===== config.mk =====
export PLATFORM = sky130hd
export DESIGN_NAME = sequence_detector_101001
export DESIGN_NICKNAME = d
export VERILOG_FILES = /design/src/rtl/sequence_detector_101001.sv
export SDC_FILE = /design/constraint.sdc
export NUM_CORES = 1
export LEC_CHECK = 0
export ABC_CLOCK_PERIOD_IN_PS = 1260
export CAP_MARGIN = 10
export CORE_AREA = 2 2 39 41
export CTS_BUF_LIST = sky130_fd_sc_hd__clkbuf_4 sky130_fd_sc_hd__clkbuf_8
export CTS_CLUSTER_SIZE = 16
export DETAILED_ROUTE_END_ITERATION = 10
export DIE_AREA = 0 0 41 43
export MAX_ROUTING_LAYER = met4
export PLACE_DENSITY = 0.54
export RECOVER_POWER = 50
export SYNTH_ARGS = -nofsm -noshare
export SYNTH_HDL_FRONTEND = slang
export SYNTH_SLANG_ARGS = --single-unit

===== constraint.sdc =====
create_clock -name i_clk -period 1.26 [get_ports i_clk]
set_input_delay 0.126 -clock i_clk [delete_from_list [all_inputs] [get_ports i_clk]]
set_output_delay 0.126 -clock i_clk [all_outputs]
set_load 0.01 [all_outputs]

===== src/rtl/sequence_detector_101001.sv =====
// Serial detector for 101001 (MSB first, overlapping)
// plus a free-running cycle counter with terminal flag.
module sequence_detector_101001 #(
  parameter int WIDTH = 6
) (
  input  logic             i_clk,
  input  logic             i_reset,
  input  logic             i_data,
  output logic             o_pattern_found,
  output logic [WIDTH-1:0] o_count,
  output logic             o_count_end
);

  typedef enum logic [2:0] {
    S0 = 3'd0,
    S1 = 3'd1,
    S2 = 3'd2,
    S3 = 3'd3,
    S4 = 3'd4,
    S5 = 3'd5
  } state_t;

  state_t           state_q;
  state_t           state_d;
  logic             found_q;
  logic             found_d;
  logic [WIDTH-1:0] count_q;
  logic [WIDTH-1:0] count_d;

  // State, pulse and counter registers; reset wins.
  always_ff @(posedge i_clk) begin
    if (i_reset) begin
      state_q <= S0;
      found_q <= 1'b0;
      count_q <= '0;
    end else begin
      state_q <= state_d;
      found_q <= found_d;
      count_q <= count_d;
    end
  end

  // Prefix-tracking next state for 101001.
  always_comb begin
    state_d = S0;
    unique case (state_q)
      S0: state_d = i_data ? S1 : S0;
      S1: state_d = i_data ? S1 : S2;
      S2: state_d = i_data ? S3 : S0;
      S3: state_d = i_data ? S1 : S4;
      S4: state_d = i_data ? S3 : S5;
      S5: state_d = i_data ? S1 : S0;
      default: state_d = S0;
    endcase
  end

  // Match pulse and wrapping counter increment.
  always_comb begin
    found_d = (state_q == S5) && i_data;
    count_d = count_q + WIDTH'(1);
  end

  assign o_pattern_found = found_q;
  assign o_count         = count_q;
  assign o_count_end     = &count_q;

endmodule


==> load_flow_metrics.sql <==
INSERT INTO impl_metrics (metric_group, metric, value, unit) VALUES
('clock_tree', 'clock_insertion_delay_worst_skew', '250', 'ps'),
('critical_path', 'slowest_stage_cell_on_the_critical_path', 'sky130_fd_sc_hd__clkdlybuf4s50_1', ''),
('finish', 'antenna_cells_inserted', '0', ''),
('die', 'chipWidth', '41', 'µm'),
('grt', 'grt_util_all_layers', '0.113', ''),
('critical_path', 'critPathRequiredTime', '1130', 'ps'),
('sta', 'min_period', '1200', 'ps'),
('grt', 'congestion_overflow_gr', '0', ''),
('place', 'placement.io_buffers', '10', ''),
('critical_path', 'cpPeakStageDelay', '530', 'ps'),
('die', 'die_area', '1760', 'µm²'),
('clock_tree', 'cts_max_path_buffers', '2', ''),
('sta', 'slew_at_the_pin_with_the_worst_max_slew_slack', '350', 'ps'),
('status', 'outcome', 'completed', ''),
('route', 'antenna_violating_nets_post_route', '0', ''),
('die', 'start_util', '0.280', ''),
('critical_path', 'cell_family_contributing_the_most_delay_on_the_critical_path', 'buffers and inverters', ''),
('critical_path', 'startpoint', 'o_pattern_found', ''),
('sta', 'timing.max_slew.rel_slack', '0.766', ''),
('finish', 'area_growth_syn_to_layout', '45.8', '%'),
('clock_tree', 'cts_hold_buffers', '0', ''),
('critical_path', 'worst_setup_path_start_kind', 'register', ''),
('critical_path', 'worstPathBufferInverterCount', '1', ''),
('route', 'vias_per_cell', '4.42', ''),
('finish', 'stdcell_count', '78', ''),
('place', 'detailedPlace.worstSlack', '-32.1', 'ps'),
('critical_path', 'crit_chain', 'clkdlybuf4s50_1', ''),
('grt', 'global_route_wire_length_before_repair', '1280', 'µm'),
('finish', 'post-route-cell-area', '566', 'µm²'),
('finish', 'mostFrequentLayoutCell', 'sky130_fd_sc_hd__dfxtp_1', ''),
('route', 'drc_errors', '0', ''),
('hold_path', 'hold_wc_path_type', 'reg -> reg', ''),
('place', 'placed_cell_area', '564', 'µm²'),
('finish', 'sequential_cell_area', '200', 'µm²'),
('die', 'design.portCount', '11', ''),
('synthesis', 'postSynthCellCount', '42', ''),
('grt', 'grt_max_degree', '11', ''),
('synthesis', 'synth_area', '388', 'µm²'),
('sta', 'min_period_over_period', '0.950', ''),
('finish', 'final_nets', '68', ''),
('synthesis', 'synth.net_count', '46', ''),
('critical_path', 'critical_path_arrival', '1070', 'ps'),
('critical_path', 'criticalPathCategory', 'reg -> out', ''),
('die', 'core_region_area', '1380', 'µm²'),
('place', 'dp_cells', '75', ''),
('finish', 'multi_input_area', '175', 'µm²'),
('power_and_ir_drop', 'leakage', '0.256', 'nW'),
('clock_tree', 'cts_tree', 'yes', ''),
('sta', 'finalSetupViolCount', '0', ''),
('synthesis', 'synth-seq-area-share', '0.516', ''),
('hold_path', 'hold_start', 'state_q[0]', ''),
('critical_path', 'r2r-start', 'o_count[0]', ''),
('synthesis', 'synth.yosys.warnings', '0', ''),
('finish', 'drive_above_1_share', '0.177', ''),
('finish', 'final.fill_count', '147', ''),
('clock_tree', 'tritoncts.num_buffers', '3', ''),
('critical_path', 'setup.worst_path.end_class', 'primary output', ''),
('die', 'floorplan.die.height', '43', 'µm'),
('route', 'wl', '714', 'µm'),
('clock_tree', 'clkSlewWorstSetupHoldPaths', '60', 'ps'),
('finish', 'layout.cells.most_common_list', 'sky130_fd_sc_hd__dfxtp_1 (10), sky130_fd_sc_hd__nor2_1 (7), sky130_fd_sc_hd__buf_4 (7)', ''),
('place', 'hpwl', '569', 'µm'),
('power_and_ir_drop', 'powerDensity', '1060', 'nW/µm²'),
('sta', 'max_freq', '836', 'MHz'),
('place', 'gp_congestion', '0.665', ''),
('sta', 'rsz0062_at_grt', 'no', ''),
('clock_tree', 'cts_sinks', '10', ''),
('power_and_ir_drop', 'worst_ir_drop_vdd', '571', 'µV'),
('sta', 'final_count_of_pins_violating_max_slew', '0', ''),
('sta', 'report.final.hold_viol_count', '0', ''),
('sta', 'hold_ws', '522', 'ps');
## metrics by stage
step                       util  power, mW
after floorplan               -      0.373
after global placement    0.408      0.417
after detailed placement  0.408      0.418
after CTS                 0.420      0.613
after global routing      0.409      0.634
final                     0.409      0.598
## worst register-to-register path: stages, from the launching register on
cell and delay [ps]:
sky130_fd_sc_hd__dfxtp_1 330, sky130_fd_sc_hd__buf_4 120, sky130_fd_sc_hd__nand3_1 130, sky130_fd_sc_hd__or3_1 340, sky130_fd_sc_hd__a21oi_1 140
## repair_timing
action | CTS | global route
endpoints found under the setup margin | 7 | 1
buffers inserted | 0 | 0
gates resized for setup | 9 | 2
cloned | 0 | 0
hold endpoints to repair | 0 | 0
## cell usage after synthesis (all sizes together)
cell    instances  share of area
a211oi          1          0.019
a21oi           3          0.039
a31oi           1          0.016
and3b           1          0.023
clkbuf          1         0.0097
dfxtp          10           0.52
ha              1          0.032
inv             1         0.0097
nand2           3          0.029
nand3           3          0.052
nor2            7          0.068
nor2b           1          0.016
nor3            1          0.013
nor4            1          0.016
nor4b           1          0.023
o21ai           1          0.013
or3             1          0.016
xnor2           1          0.023
xor2            3          0.068
## registers in the layout, indices dropped and copies added (netlist names)
register,flops
o_pattern_found,1
o_count,6
state_q,3
## routing by layer
metal  vias to the layer above  global-route usage  part of all wire
li1                        187                   -                 -
met1                       149               0.127              0.45
met2                         9               0.163              0.48
met3                         0              0.0314             0.064
met4                         0              0.0800                 0
met5                         -                   -                 0
## cell type report
class / instances / area share
flip-flops and latches: 10 / 0.354
multi-input cells: 30 / 0.310
repair buffers: 18 / 0.254
clock buffers: 3 / 0.0398
well taps: 16 / 0.0354
inverters: 1 / 0.00664
## logic make-up after synthesis
group / count (synthesis) / synth area share
and+or+nand+nor: 19 / 0.255
adders and majority gates: 1 / 0.0323
xor gates and xnor gates: 4 / 0.0903
buffers and inverters: 2 / 0.0193
AOI/OAI and AO/OA: 6 / 0.0871
DFF: 10 / 0.516
## power breakdown
group,internal [mW],leakage (nW),switching (mW)
Clock,0.109,0.0138,0.0865
Sequential,0.328,0.0816,0.00822
Combinational,0.0379,0.161,0.0286
Total,0.475,0.256,0.123
## final timing paths
check | to | slack [ps] | depth (start not counted)
max | o_pattern_found | 60 | 1
min | o_pattern_found | 520 | 2
max reg2reg | o_count[5] | 130 | 4
min reg2reg | o_pattern_found | 520 | 2
No activity file was read; power rests on OpenSTA's default activity.
